## src/rtl/m_mux_scan.sv

```systemverilog
// Registered 1-of-WORD bit-select with a valid/ready output stream and a scan
// sequencer that walks every line, emitting one bit per beat and a final snapshot.
module m_mux_scan #(
  parameter int WORD = 8,
  parameter int MUX  = 3
) (
  input  logic            clk,
  input  logic            rst,
  input  logic [WORD-1:0] line,
  input  logic [MUX-1:0]  select,
  input  logic            sel_valid,
  input  logic            scan_start,
  input  logic            o_ready,
  output logic            o,
  output logic            o_valid,
  output logic [MUX-1:0]  o_sel,
  output logic            o_err,
  output logic            busy,
  output logic [WORD-1:0] snapshot,
  output logic            scan_done
);

  localparam int            NLINE    = 1 << MUX;
  localparam logic [MUX:0]  WORD_L   = (MUX+1)'(WORD);
  localparam logic [MUX-1:0] LAST_IDX = MUX'(WORD - 1);

  typedef enum logic [1:0] {IDLE, SCAN, DONE} state_t;

  state_t          state_q;
  logic [MUX-1:0]  idx_q;
  logic            o_q;
  logic            o_valid_q;
  logic [MUX-1:0]  o_sel_q;
  logic            o_err_q;
  logic [WORD-1:0] shadow_q;
  logic [WORD-1:0] snapshot_q;
  logic            scan_done_q;

  logic [NLINE-1:0] line_ext;
  logic             slot_free;
  logic             sel_oor;

  // Pad the lines up to the full select range so any index reads a defined 0.
  for (genvar gi = 0; gi < NLINE; gi++) begin : g_ext
    if (gi < WORD) begin : g_in
      assign line_ext[gi] = line[gi];
    end else begin : g_pad
      assign line_ext[gi] = 1'b0;
    end
  end

  assign slot_free = !o_valid_q || o_ready;
  assign sel_oor   = {1'b0, select} >= WORD_L;

  always_ff @(posedge clk) begin
    if (rst) begin
      state_q     <= IDLE;
      idx_q       <= '0;
      o_q         <= 1'b0;
      o_valid_q   <= 1'b0;
      o_sel_q     <= '0;
      o_err_q     <= 1'b0;
      shadow_q    <= '0;
      snapshot_q  <= '0;
      scan_done_q <= 1'b0;
    end else begin
      scan_done_q <= 1'b0;
      if (o_valid_q && o_ready) begin
        o_valid_q <= 1'b0;
      end
      case (state_q)
        IDLE: begin
          if (scan_start && slot_free) begin
            state_q <= SCAN;
            idx_q   <= '0;
          end else if (sel_valid && slot_free) begin
            o_valid_q <= 1'b1;
            o_sel_q   <= select;
            o_err_q   <= sel_oor;
            o_q       <= sel_oor ? 1'b0 : line_ext[select];
          end
        end
        SCAN: begin
          if (slot_free) begin
            o_valid_q        <= 1'b1;
            o_sel_q          <= idx_q;
            o_err_q          <= 1'b0;
            o_q              <= line_ext[idx_q];
            shadow_q[idx_q]  <= line_ext[idx_q];
            if (idx_q == LAST_IDX) begin
              state_q <= DONE;
            end else begin
              idx_q <= idx_q + 1'b1;
            end
          end
        end
        DONE: begin
          // The scan only completes once its final beat has been consumed.
          if (o_valid_q && o_ready) begin
            snapshot_q  <= shadow_q;
            scan_done_q <= 1'b1;
            state_q     <= IDLE;
          end
        end
        default: state_q <= IDLE;
      endcase
    end
  end

  assign o         = o_q;
  assign o_valid   = o_valid_q;
  assign o_sel     = o_sel_q;
  assign o_err     = o_err_q;
  assign busy      = (state_q != IDLE);
  assign snapshot  = snapshot_q;
  assign scan_done = scan_done_q;

endmodule

```

## config.mk

```make
export PLATFORM = sky130hd
export DESIGN_NAME = m_mux_scan
export DESIGN_NICKNAME = d
export VERILOG_FILES = /design/src/rtl/m_mux_scan.sv
export SDC_FILE = /design/constraint.sdc
export NUM_CORES = 1
export LEC_CHECK = 0
export BUFFER_PORTS_ARGS = -buffer_cell sky130_fd_sc_hd__buf_2
export CORE_MARGIN = 1.5
export CORE_UTILIZATION = 35
export DETAILED_ROUTE_END_ITERATION = 10
export MAX_ROUTING_LAYER = met4
export SETUP_SLACK_MARGIN = 0.05
export SLEW_MARGIN = 10
export SYNTH_ARGS = -nofsm -noshare
export SYNTH_HDL_FRONTEND = slang
export SYNTH_SLANG_ARGS = --single-unit
```

## constraint.sdc

```tcl
create_clock -name clk -period 2.18 [get_ports clk]
set_input_delay 0.436 -clock clk [delete_from_list [all_inputs] [get_ports clk]]
set_output_delay 0.436 -clock clk [all_outputs]
set_load 0.01 [all_outputs]
```

* Word-level counts from Yosys, hierarchy flattened *
Cells that the tools add are included.

operators by class
  $add $sub $neg = 1
  $lt $le $gt $ge = 3
  eq/ne operators = 10
  mux-type cells = 34
  bitwise operators = 1
  reduce and logical (&&, ||, !) cells = 15

operator list
  operator             number
  $mux 3               6
  $mux 1               14
  $ne 2x2->1 const B   7
  $pmux 3 s2           2
  $reduce_and 4->1     3
  $bwmux 8             1
  $lt 3x4->1 const B   2
  $mux 2               4
  $bmux 1 s3           2
  $pmux 1 s2           3
  $pmux 2 s3           1
  $logic_and 1x1->1    4
  $reduce_and 2->1     2
  $reduce_bool 2->1    2
  $add 3x1->3 const B  1
  $demux 1 s3          1
  $eq 3x3->1 const B   1
  $ge 3x1->1 const B   1
  $eq 2x1->1 const B   1
  $eq 2x2->1 const B   1
  $logic_not 2->1      1
  $reduce_or 2->1      1
  $logic_not 1->1      1
  $logic_or 1x1->1     1
  $not 1->1            1

word-level totals
  flip-flop bits (word level) = 28
  output and inout bits = 16
  logic and storage cells = 73

* Longest topological paths before layout *
Gate-level depths: netlist of run 1.

  word-level depth = 6
  depth in mapped cells = 6
  gate-level depth less buffers = 5

* Worst setup path before layout of run 1 *
Ideal clock, no wire load.

  path kind = flip-flop to flip-flop
  from = register idx_q[1]
  to = register idx_q[0]
  data arrival time = 1.414 ns
  required time = 2.052 ns
  slack = 0.639 ns
  cell stages (with the launch flop) = 6
  clock period less this slack = 1.541 ns
  cells stage by stage = dfxtp_1 ha_1 ha_1 a2111oi_4 mux2i_1 nor2_1

between the ends
  longest elaborated chain between the ends = 3

RTL lines
  what                        line  source
  from (decl)                 30    logic [MUX-1:0] idx_q;
  from (signal assigned)      93    idx_q <= idx_q + 1'b1;
  $eq 3x3->1                  90    if (idx_q == LAST_IDX) begin
  $ne 2x2->1 (no line)        n/a
  $reduce_and 4->1 (no line)  n/a

No other way between the ends.
A chain may end at the register's enable or synchronous reset.

* Worst setup path after layout of run 1 *
  from = register idx_q[0]
  to = register idx_q[0]

between the ends
  longest elaborated chain between the ends = 4
  elaborated cells on any way between the ends = 7
  classes of those cells = 1 x add/sub; 2 x eq/ne; 3 x mux; 1 x reduce/logical

RTL lines
  what         line  source
  $add 3x1->3  93
  $mux 3       90
  $mux 3       84    if (slot_free) begin
  $pmux 3 s2   71    case (state_q)

Several ways; a longest one is shown, not always the timed one. The select of a mux whose other input is x is not followed.

==> results by group, run 1 <==
Yosys
  • Syn_nets: ~180
  • Asr flop ratio synth: 0%
  • #FFs+latches synth: 27
  • Synth Area in Adders: between 1.5 and 2%
  • Synth top area share: 38.78%
  • Warnings from Yosys: 0
  • Post-Synth XOR/XNOR Area: 0%
  • Mean Syn Cell Area: 8.711 um2
  • Yosys top cell by area: dfxtp_1
  • Cell Area, Synth: around 1400 um2
  • Post-synthesis mux area share: under 10%
  • Post-synthesis sequential area ratio: approximately two fifths
  • Simple-gate share of the synthesized area: between 20% and 30%
  • Number of synthesized flops with an enable pin: 0
  • Post-synth top flop: dfxtp_1
  • Post-synthesis cell type count: 40
  • Compound-gate portion of the synthesized area: roughly a fifth
  • Cells after Synth: 160
  • Largest family of logic cells by synthesized area: simple AND/OR/NAND/NOR gates
  • Synth top area cells: dfxtp_1, nand2_1, a21oi_1

Critical path
  • Critical R2R Launch: idx_q[0]
  • Kind of cell adding the most delay to the critical path: adder cells
  • CP arrival: 2020 ps
  • Worst Setup SP: idx_q[0]
  • Worst setup EP type: flip-flop
  • Req. time, crit path: roughly 2400 ps
  • Reg2reg end: idx_q[0]
  • CP Class: flip-flop to flip-flop
  • Worst-path maximum fanout: 12
  • Critical path buffers and inverters: 0
  • R2R cell count: 5
  • Cell repeated most along the worst path: ha_1
  • Worst setup SP type: flip-flop
  • Slowest CP cell: a2111oi_4
  • CP cell instances: ha_1, ha_1, a2111oi_4, mux2i_1, nor2_1
  • Max incr delay on CP: 470 ps
  • Flop-to-flop setup slack: 340 ps

Timing
  • Period utilisation layout: 84.40%
  • Fin. Hold Viols: 0
  • Clock Skew: roughly 1.4 ps
  • Unrepaired setup endpoints after global routing: false
  • Final setup vio count: 0
  • Setup TNS: 0 ps
  • Final WS setup: around 340 ps
  • Tmin final: between 1500 and 2000 ps
  • Final Max Tran Viols: 0
  • FMAX: about 0.54 GHz

Drt
  • Drt pass-1 iters: 4
  • Remaining antenna violation count: 0
  • Drt drc: 0
  • Mean routed wirelength per cell: between 10 and 15 um
  • DRT Wirelength: around 3 mm
  • Drt via density: 5.150
  • Vias: around 1.2k
  • Starting DRT DRC Count: 26

GRT
  • Met1 GRT Util: 19.16%
  • GR Util All Layers: between 10% and 20%
  • Gr busiest metal: met2
  • Routing usage on met3: 2.044%
  • Initial antenna violation count: 0
  • Largest net degree at the start of global routing: 18
  • Grt ovf: 0
  • First-pass GRT wire length: 5.230 mm
  • Via count of the first global-routing pass: around 1.2k
  • Met2 usage: a little over a quarter

Floorplan
  • Core outline area: between 3000 and 4000 um2
  • Num rows: 22
  • # IOs: 32
  • Die extent in y: between 60 and 70 um
  • Die ar.: 4370 um2
  • Die width: 66.11 um
  • Starting Density: a little under two fifths

Outcome
  • Outcome: complete, no violations

Final layout
  • Final std cells w/o fill: about 230
  • Nets: between 200 and 250
  • # diodes: 0
  • Share of cells above drive strength 1: between 20% and 30%
  • Filler cells: between 400 and 500
  • Fin area: between 1500 and 2000 um2
  • Area grow syn2layout: 14.90%

Clock network
  • Post-CTS Resized: 0
  • CTS tree: yes
  • CTS Buffer Depth: 2
  • Total CTS buffers: 3
  • Post-CTS Hold Buffers: 0
  • Postcts setup bufs: 0
  • Root buffer cell: clkbuf_8
  • CTS sink cnt: 27
  • Clk pin slew, worst setup/hold paths: around 100 ps
  • Clk Latency, worst-skew pair: 280 ps
  • # H-tree levels: 1

Job
  • Max cap viols: 0

Power
  • PwrDens: 604.0 nW/um2
  • LEAKAGE: 0.0006190 uW
  • Power share of the sequential group: between 50 and 60%
  • Comb power frac: roughly 14%
  • Maximum VDD drop: about 0.27 mV
  • Switching share of power: ~28%
  • Clock power share: about 31%
  • NetSw: 266.3 uW
  • P_int: ~700 uW
  • Power Total: around 970 uW

Placed design
  • Placed insts: ~230
  • Area post-placement: about 1600 um2
  • GPL Wtd Cong: between 0.8 and 0.9
  • Pre-CTS WS: roughly 340 ps
  • Port bufs: 30
  • Detailed placer's ending HPWL: around 2.3 mm

Worst hold path
  • HP Start: select[0]
  • Worst hold path class: input port to flip-flop
  • Hold Path End: o_sel[0]
  • Worst Hold Path Cells: 3
-- worst max path at each step --
stage	endpoint	slack, ps	depth (start not counted)
finish	idx_q[0]	340	5
detailed placement	idx_q[0]	340	5
global placement	idx_q[0]	440	5
global route	idx_q[0]	220	5
CTS	idx_q[0]	330	5
floorplan	idx_q[0]	640	5
-- kinds of logic (layout without fill, tap and decap cells) --
group | Yosys count | after routing
compound gates | 38 | 38
simple gates | 72 | 72
mux | 6 | 6
flops | 27 | 27
fa+ha+maj | 2 | 2
buf+inv | 14 | 39
other cells | 1 | 1
-- cells in the mapped netlist (all sizes together) (2+ instances only) --
master	instances
a21oi	18
nor3b	2
mux2i	4
dfxtp	27
a211oi	5
nand3	5
ha	2
buf	9
and3	4
nand2b	8
nor4	3
clkbuf	3
nand2	25
inv	2
a31oi	2
a311oi	7
nor2b	4
nor2	16
-- power by group through the flow --
stage / Sequential, uW / Combinational [uW] / Clock [uW]
6_report: 526 / 140 / 301
3_3_place_gp: 536 / 137 / 0
5_1_grt: 528 / 156 / 330
4_1_cts: 526 / 143 / 308
3_5_place_dp: 537 / 142 / 0
2_1_floorplan: 532 / 105 / 0
-- worst reg2reg max path, cell delays in order, from the launching register on --
cell and delay (ps):
dfxtp_1 460, ha_1 270, ha_1 230, a2111oi_4 470, mux2i_1 250, nor2_1 50
-- stage by stage --
stage	util [%]	hold slack (ps)
final	42.78	448.5
after global routing	42.78	458.3
after CTS	42.78	445.4
after detailed placement	41.48	448.6
after global placement	41.48	440.1
after floorplan	-	431.3
-- flip-flops by register name, indices dropped and copies added (netlist names) --
name       cells
idx_q          3
shadow_q       8
o_sel          3
snapshot       8
o              1
o_valid        1
state_q        2
scan_done      1
-- metal layers --
metal  vias to the layer above  part of all wire [%]
li1                        620                     -
met1                       542                    45
met2                        33                    49
met3                         5                   4.6
met4                         0                   1.8
met5                         -                     0
-- layout make-up --
cell class / instances / area [um2] / area share (%)
timing repair buffer: 33 / 172.7 / 10.78
sequential: 27 / 540.5 / 33.75
multi-input combinational: 119 / 772.0 / 48.20
clock inverter: 1 / 7.507 / 0.4687
inverter: 2 / 7.507 / 0.4687
tap: 48 / 60.06 / 3.750
clock buffer: 3 / 41.29 / 2.578
-- layout by cell type (no fill, tap or decap), types with 2 or more instances in the layout --
| master | n |
|---|---|
| nand3_1 | 5 |
| inv_1 | 2 |
| a211oi_1 | 3 |
| buf_2 | 30 |
| nor2b_1 | 4 |
| clkbuf_8 | 3 |
| ha_1 | 2 |
| a21oi_1 | 17 |
| buf_4 | 3 |
| dfxtp_1 | 27 |
| nor2_1 | 16 |
| mux2i_1 | 4 |
| nor4_2 | 2 |
| a31oi_1 | 2 |
| and3_1 | 3 |
| nand2_1 | 25 |
| nand2b_1 | 8 |
| a311oi_1 | 7 |
No activity file was read; power rests on OpenSTA's default activity.
==> run 2: changes to the inputs <==
Clock period 2.18 ns to 1.8 ns, I/O delays scaled along.
==> run 2 against run 1 <==
Clock skew grew 2.6 ps; clock power grew 10%; combinational power grew 32%; routed wire length shrank 3.1%; die area is the same; first-iteration DRC count is the same; total power grew 19%; non-clock buffer count grew 5; flip-flop and latch count is the same; count of clock-buffer cells in the layout grew 1; design area grew 2.1%; highest routed layer unchanged.
==> results by group, run 2 (same netlist as run 1, synthesis figures left out) <==
Worst hold path
  • HP Start: rst
  • Worst hold path class: input port to flip-flop
  • Hold Path End: o_sel[2]
  • Worst Hold Path Cells: 2 (-1)

Power
  • Power share of the sequential group: 55.0% (+0.7 points)
  • LEAKAGE: 0.0006459 uW (+4.4%)
  • Power Total: 1147 uW (+19%)
  • Clock power share: 28.9% (-2.3 points)
  • Switching share of power: 25.26% (-2.3 points)
  • Comb power frac: 16.2% (+1.7 points)
  • PwrDens: 701.4 nW/um2 (+16%)
  • Maximum VDD drop: 0.2905 mV (+7.2%)
  • P_int: 857.3 uW (+22%)
  • NetSw: 289.8 uW (+8.8%)

Final layout
  • Commonest non-fill, non-tap cell in the layout: buf_2
  • Final std cells w/o fill: 238 (+2.1%)
  • Nets: 209 (+2.5%)
  • Most frequent cells in the layout: buf_2, dfxtp_1, nand2_1
  • Area grow syn2layout: 17.33%
  • # diodes: 0 (unchanged)
  • Share of cells above drive strength 1: 28.42% (+1.4 points)

Critical path
  • Req. time, crit path: 1970 ps (-390 ps)
  • R2R cell count: 4 (-1)
  • Worst setup EP type: flip-flop
  • Worst-path maximum fanout: 10 (-2)
  • Reg2reg end: shadow_q[1]
  • CP arrival: 1780 ps (-240 ps)
  • Flop-to-flop setup slack: 190 ps (-150 ps)
  • Worst setup SP type: flip-flop
  • Critical R2R Launch: state_q[0]
  • CP Class: flip-flop to flip-flop

Placed design
  • Port bufs: 30 (unchanged)
  • Detailed placer's ending HPWL: 2.290 mm (-1.8%)
  • GPL Wtd Cong: 0.8035 (-6.2%)
  • Placed insts: 233 (+1.7%)

GRT
  • Initial antenna violation count: 0 (unchanged)
  • Largest net degree at the start of global routing: 24 (+6)
  • GR Util All Layers: 15.14% (-0.69 points)
  • First-pass GRT wire length: 5.099 mm (-2.5%)
  • Via count of the first global-routing pass: 1,172 (+0.60%)
  • Grt ovf: 0 (unchanged)

Clock network
  • Post-CTS Hold Buffers: 0 (unchanged)
  • Root buffer cell: clkbuf_8
  • CTS Buffer Depth: 2 (unchanged)
  • Clk pin slew, worst setup/hold paths: 90 ps (about the same)
  • CTS tree: yes
  • # H-tree levels: 1 (unchanged)
  • Total CTS buffers: 3 (unchanged)
  • Clk Latency, worst-skew pair: 260 ps (-20 ps)
  • CTS sink cnt: 27 (unchanged)

Floorplan
  • # IOs: 32 (unchanged)
  • Die ar.: 4370 um2 (unchanged)
  • Num rows: 22 (unchanged)
  • Die width: 66.11 um (unchanged)
  • Starting Density: 37.23% (unchanged)
  • Core outline area: 3744 um2 (unchanged)
  • Die extent in y: 66.11 um (unchanged)

Drt
  • Drt via density: 5.088 (-1.2%)
  • Mean routed wirelength per cell: 12.11 um (-5.1%)
  • Vias: 1,211 (+0.92%)
  • Drt pass-1 iters: 4 (unchanged)
  • Drt drc: 0 (unchanged)
  • DRT Wirelength: 2.881 mm (-3.1%)
  • Starting DRT DRC Count: 26 (unchanged)
  • Remaining antenna violation count: 0 (unchanged)

Timing
  • Final Max Tran Viols: 0 (unchanged)
  • Final setup vio count: 0 (unchanged)
  • Setup TNS: 0 ps (unchanged)
  • Tmin final: 1610 ps (-229.9 ps)
  • Period utilisation layout: 89.45% (+5.0 points)
  • FMAX: 0.6211 GHz (+14%)
  • Clock Skew: 4.083 ps (+2.647 ps)
  • Unrepaired setup endpoints after global routing: false
  • Fin. Hold Viols: 0 (unchanged)

Outcome
  • Outcome: complete, no violations

Job
  • Max cap viols: 0 (unchanged)
-- run 2: cell count changes in the layout (fill, tap and decap cells not counted) --
cell        change
clkbuf_1        +1
buf_4           +5
clkinvlp_4      -1
-- run 2: worst max path at each step --
stage / start / to / slack [ps] / cells after the start
after floorplan: idx_q[1] / idx_q[0] / 260 / 5
after global placement: idx_q[0] / idx_q[0] / 260 / 5
after detailed placement: idx_q[1] / idx_q[0] / 200 / 5
after CTS: state_q[0] / o_sel[1] / 160 / 4
after global routing: idx_q[0] / idx_q[0] / 60 / 5
final: state_q[0] / shadow_q[1] / 190 / 4
-- run 2: timing repair --
item | in CTS | in global routing
hold endpoints to repair | 0 | 0
resized for setup | 0 | 0
endpoints found under the setup margin | 0 | 1
setup buffers | 0 | 1
-- run 2: stage by stage --
step | util (%) | setup WS (ps) | hold WS [ps] | instance area (um2)
final | 43.68 | 190.0 | 339.1 | 1635
after global routing | 43.68 | 63.21 | 350.4 | 1635
after CTS | 43.48 | 161.5 | 335.8 | 1628
after detailed placement | 42.28 | 195.3 | 445.0 | 1583
after global placement | 42.28 | 259.9 | 440.1 | 1583
after floorplan | - | 258.8 | 431.3 | 1394
-- run 2: worst max-delay path: stages (launching register included) --
cell      delay, ps
dfxtp_1         550
and2b_4         260
and3_1          340
a21oi_1         110
a311oi_1        250
-- run 2: power by group through the flow --
stage	Sequential (uW)	Clock, uW	Combinational, uW
floorplan	644	0	127
global placement	643	0	179
detailed placement	645	0	184
CTS	631	355	184
global route	633	375	206
finish	630	331	185
-- run 2: area by class of cell --
type | count | area (um2)
timing repair buffer | 38 | 210.2
fill | 408 | 2108
inverter | 2 | 7.507
multi-input combinational | 119 | 772.0
clock buffer | 4 | 45.04
sequential | 27 | 540.5
tap | 48 | 60.06
-- run 2: routing by layer --
layer	up-vias	wire length, um	global-route usage (%)
met2	23	1390	26.50
li1	628	-	-
met4	0	15	3.827
met1	558	1363	18.35
met5	-	0	-
met3	2	111	2.044
==> run 3: changes to the inputs <==
Settings changed: CTS_CLUSTER_SIZE set to 10.
Clock period 1.8 ns to 1.55 ns, I/O delays scaled along.
==> run 3 against run 2 <==
Worst setup slack worse by 140 ps; sequential share of layout area down 2.9 points; critical endpoint is now idx_q[0]; clock skew down 0.68 ps; worst hold slack worse by 11 ps; cell count up 3.8%; first-iteration DRC count up 62%; flip-flop and latch count unchanged; maximum frequency up 7.0%; non-clock buffer count up 9; routed wire length up 8.3%.
==> results by group, run 3 (same netlist as run 1, synthesis figures left out) <==
Outcome
  • Outcome: complete, no violations

Timing
  • Unrepaired setup endpoints after global routing: true
  • Final setup vio count: 0 (unchanged)
  • Setup TNS: 0 ps (unchanged)
  • FMAX: 0.6649 GHz (+7.0%)
  • Clock Skew: 3.403 ps (-0.6801 ps)
  • Final WS setup: 45.94 ps (-144.0 ps)
  • Final Max Tran Viols: 0 (unchanged)
  • Tmin final: 1504 ps (-106.0 ps)
  • Fin. Hold Viols: 0 (unchanged)
  • Period utilisation layout: 97.04% (+7.6 points)

Drt
  • Vias: 1,251 (+3.3%)
  • Drt via density: 5.065 (-0.46%)
  • DRT Wirelength: 3.121 mm (+8.3%)
  • Drt drc: 0 (unchanged)
  • Remaining antenna violation count: 0 (unchanged)
  • Drt pass-1 iters: 4 (unchanged)
  • Starting DRT DRC Count: 42 (+62%)
  • Mean routed wirelength per cell: 12.64 um (+4.4%)

Final layout
  • Share of cells above drive strength 1: 40.70% (+12 points)
  • Layout Utilization: 49.10% (+5.4 points)
  • Area grow syn2layout: 31.87%
  • Nets: 218 (+4.3%)
  • # diodes: 0 (unchanged)
  • Most frequent cells in the layout: buf_2, nand2_1, dfxtp_1
  • Commonest non-fill, non-tap cell in the layout: buf_2
  • Filler cells: 370 (-9.3%)
  • Final std cells w/o fill: 247 (+3.8%)

Floorplan
  • Die ar.: 4370 um2 (unchanged)
  • Starting Density: 37.23% (unchanged)
  • # IOs: 32 (unchanged)
  • Core outline area: 3744 um2 (unchanged)
  • Die extent in y: 66.11 um (unchanged)
  • Num rows: 22 (unchanged)
  • Die width: 66.11 um (unchanged)

Critical path
  • CP cell instances: ha_4, ha_4, a2111oi_4, mux2i_1, nor2_1
  • Slowest CP cell: a2111oi_4
  • Worst setup EP type: flip-flop
  • Max incr delay on CP: 400 ps (-150 ps)
  • CP arrival: 1670 ps (-110 ps)
  • Worst setup SP type: flip-flop
  • Cell repeated most along the worst path: ha_4
  • Req. time, crit path: 1710 ps (-260 ps)
  • Worst-path maximum fanout: 5 (-5)
  • CP Class: flip-flop to flip-flop
  • R2R cell count: 5 (+1)

Clock network
  • Root buffer cell: clkbuf_8
  • # H-tree levels: 1 (unchanged)
  • Total CTS buffers: 3 (unchanged)
  • CTS tree: yes
  • Clk Latency, worst-skew pair: 270 ps (about the same)
  • Clk pin slew, worst setup/hold paths: 90 ps (about the same)
  • CTS sink cnt: 27 (unchanged)
  • CTS Buffer Depth: 2 (unchanged)

Power
  • PwrDens: 751.7 nW/um2 (+7.2%)
  • Maximum VDD drop: 0.3529 mV (+21%)
  • LEAKAGE: 0.0007133 uW (+10%)

GRT
  • Grt ovf: 0 (unchanged)
  • Initial antenna violation count: 0 (unchanged)
  • Via count of the first global-routing pass: 1,199 (+2.3%)
  • GR Util All Layers: 15.85% (+0.71 points)
  • Largest net degree at the start of global routing: 21 (-13%)
  • First-pass GRT wire length: 5.368 mm (+5.3%)

Worst hold path
  • Worst Hold Path Cells: 2 (unchanged)
  • Worst hold path class: input port to flip-flop

Placed design
  • Detailed placer's ending HPWL: 2.275 mm (-0.65%)
  • Port bufs: 30 (unchanged)
  • GPL Wtd Cong: 0.8055 (+0.25%)
  • Pre-CTS WS: 15.60 ps (-179.7 ps)
  • Placed insts: 239 (+2.6%)

Job
  • Max cap viols: 0 (unchanged)
-- run 3: what timing repair did --
| action | CTS | global route |
|---|---|---|
| hold endpoints to repair | 0 | 0 |
| resized for setup | 14 | 20 |
| pin swaps | 1 | 7 |
| buffers inserted | 0 | 3 |
| gates cloned | 0 | 1 |
| endpoints found under the setup margin | 11 | 16 |
| hold buffers | 0 | 0 |
-- run 3: routing by layer --
metal / vias up / track usage (%) / wire length [um]
li1: 651 / - / -
met1: 577 / 19.22 / 1449
met2: 21 / 27.88 / 1554
met3: 2 / 2.044 / 103
met4: 0 / 3.827 / 13
met5: - / - / 0
-- run 3: worst paths after layout --
kind,startpoint,end,slack (ps)
setup / recovery,idx_q[1],idx_q[0],50
hold / removal,rst,idx_q[1],330
setup reg to reg,idx_q[1],idx_q[0],50
hold reg to reg,snapshot[6],snapshot[6],460
-- run 3: stage by stage --
stage | area, um2 | hold slack [ps] | total power (uW)
finish | 1838 | 328.2 | 1382
CTS | 1735 | 321.7 | 1367
floorplan | 1394 | 431.3 | 895.5
global placement | 1628 | 441.1 | 963.2
global route | 1838 | 336.7 | 1453
detailed placement | 1628 | 445.4 | 969.3
-- run 3: worst max-delay path, delay by kind of cell (launching register included) --
family	cells	cell delay, ps
adders and majority gates	2	320
DFF	1	370
and+or+nand+nor	1	60
AOI/OAI and AO/OA	1	400
muxes	1	250
-- run 3: final cells by class --
cell class / count / area (um2) / share of cell area (%)
Multi-Input combinational cell: 119 / 859.6 / 46.77
Sequential cell: 27 / 554.3 / 30.16
Timing Repair Buffer: 47 / 310.3 / 16.88
Tap cell: 48 / 60.06 / 3.268
Clock buffer: 3 / 41.29 / 2.246
Inverter: 2 / 7.507 / 0.4084
Clock inverter: 1 / 5.005 / 0.2723
-- run 3: power by group --
part           internal (uW)  leakage [uW]  switching [uW]
Combinational            129      0.000465             137
Clock                    180     0.0000255             210
Sequential               712      0.000222            15.0
Total                   1020      0.000713             362
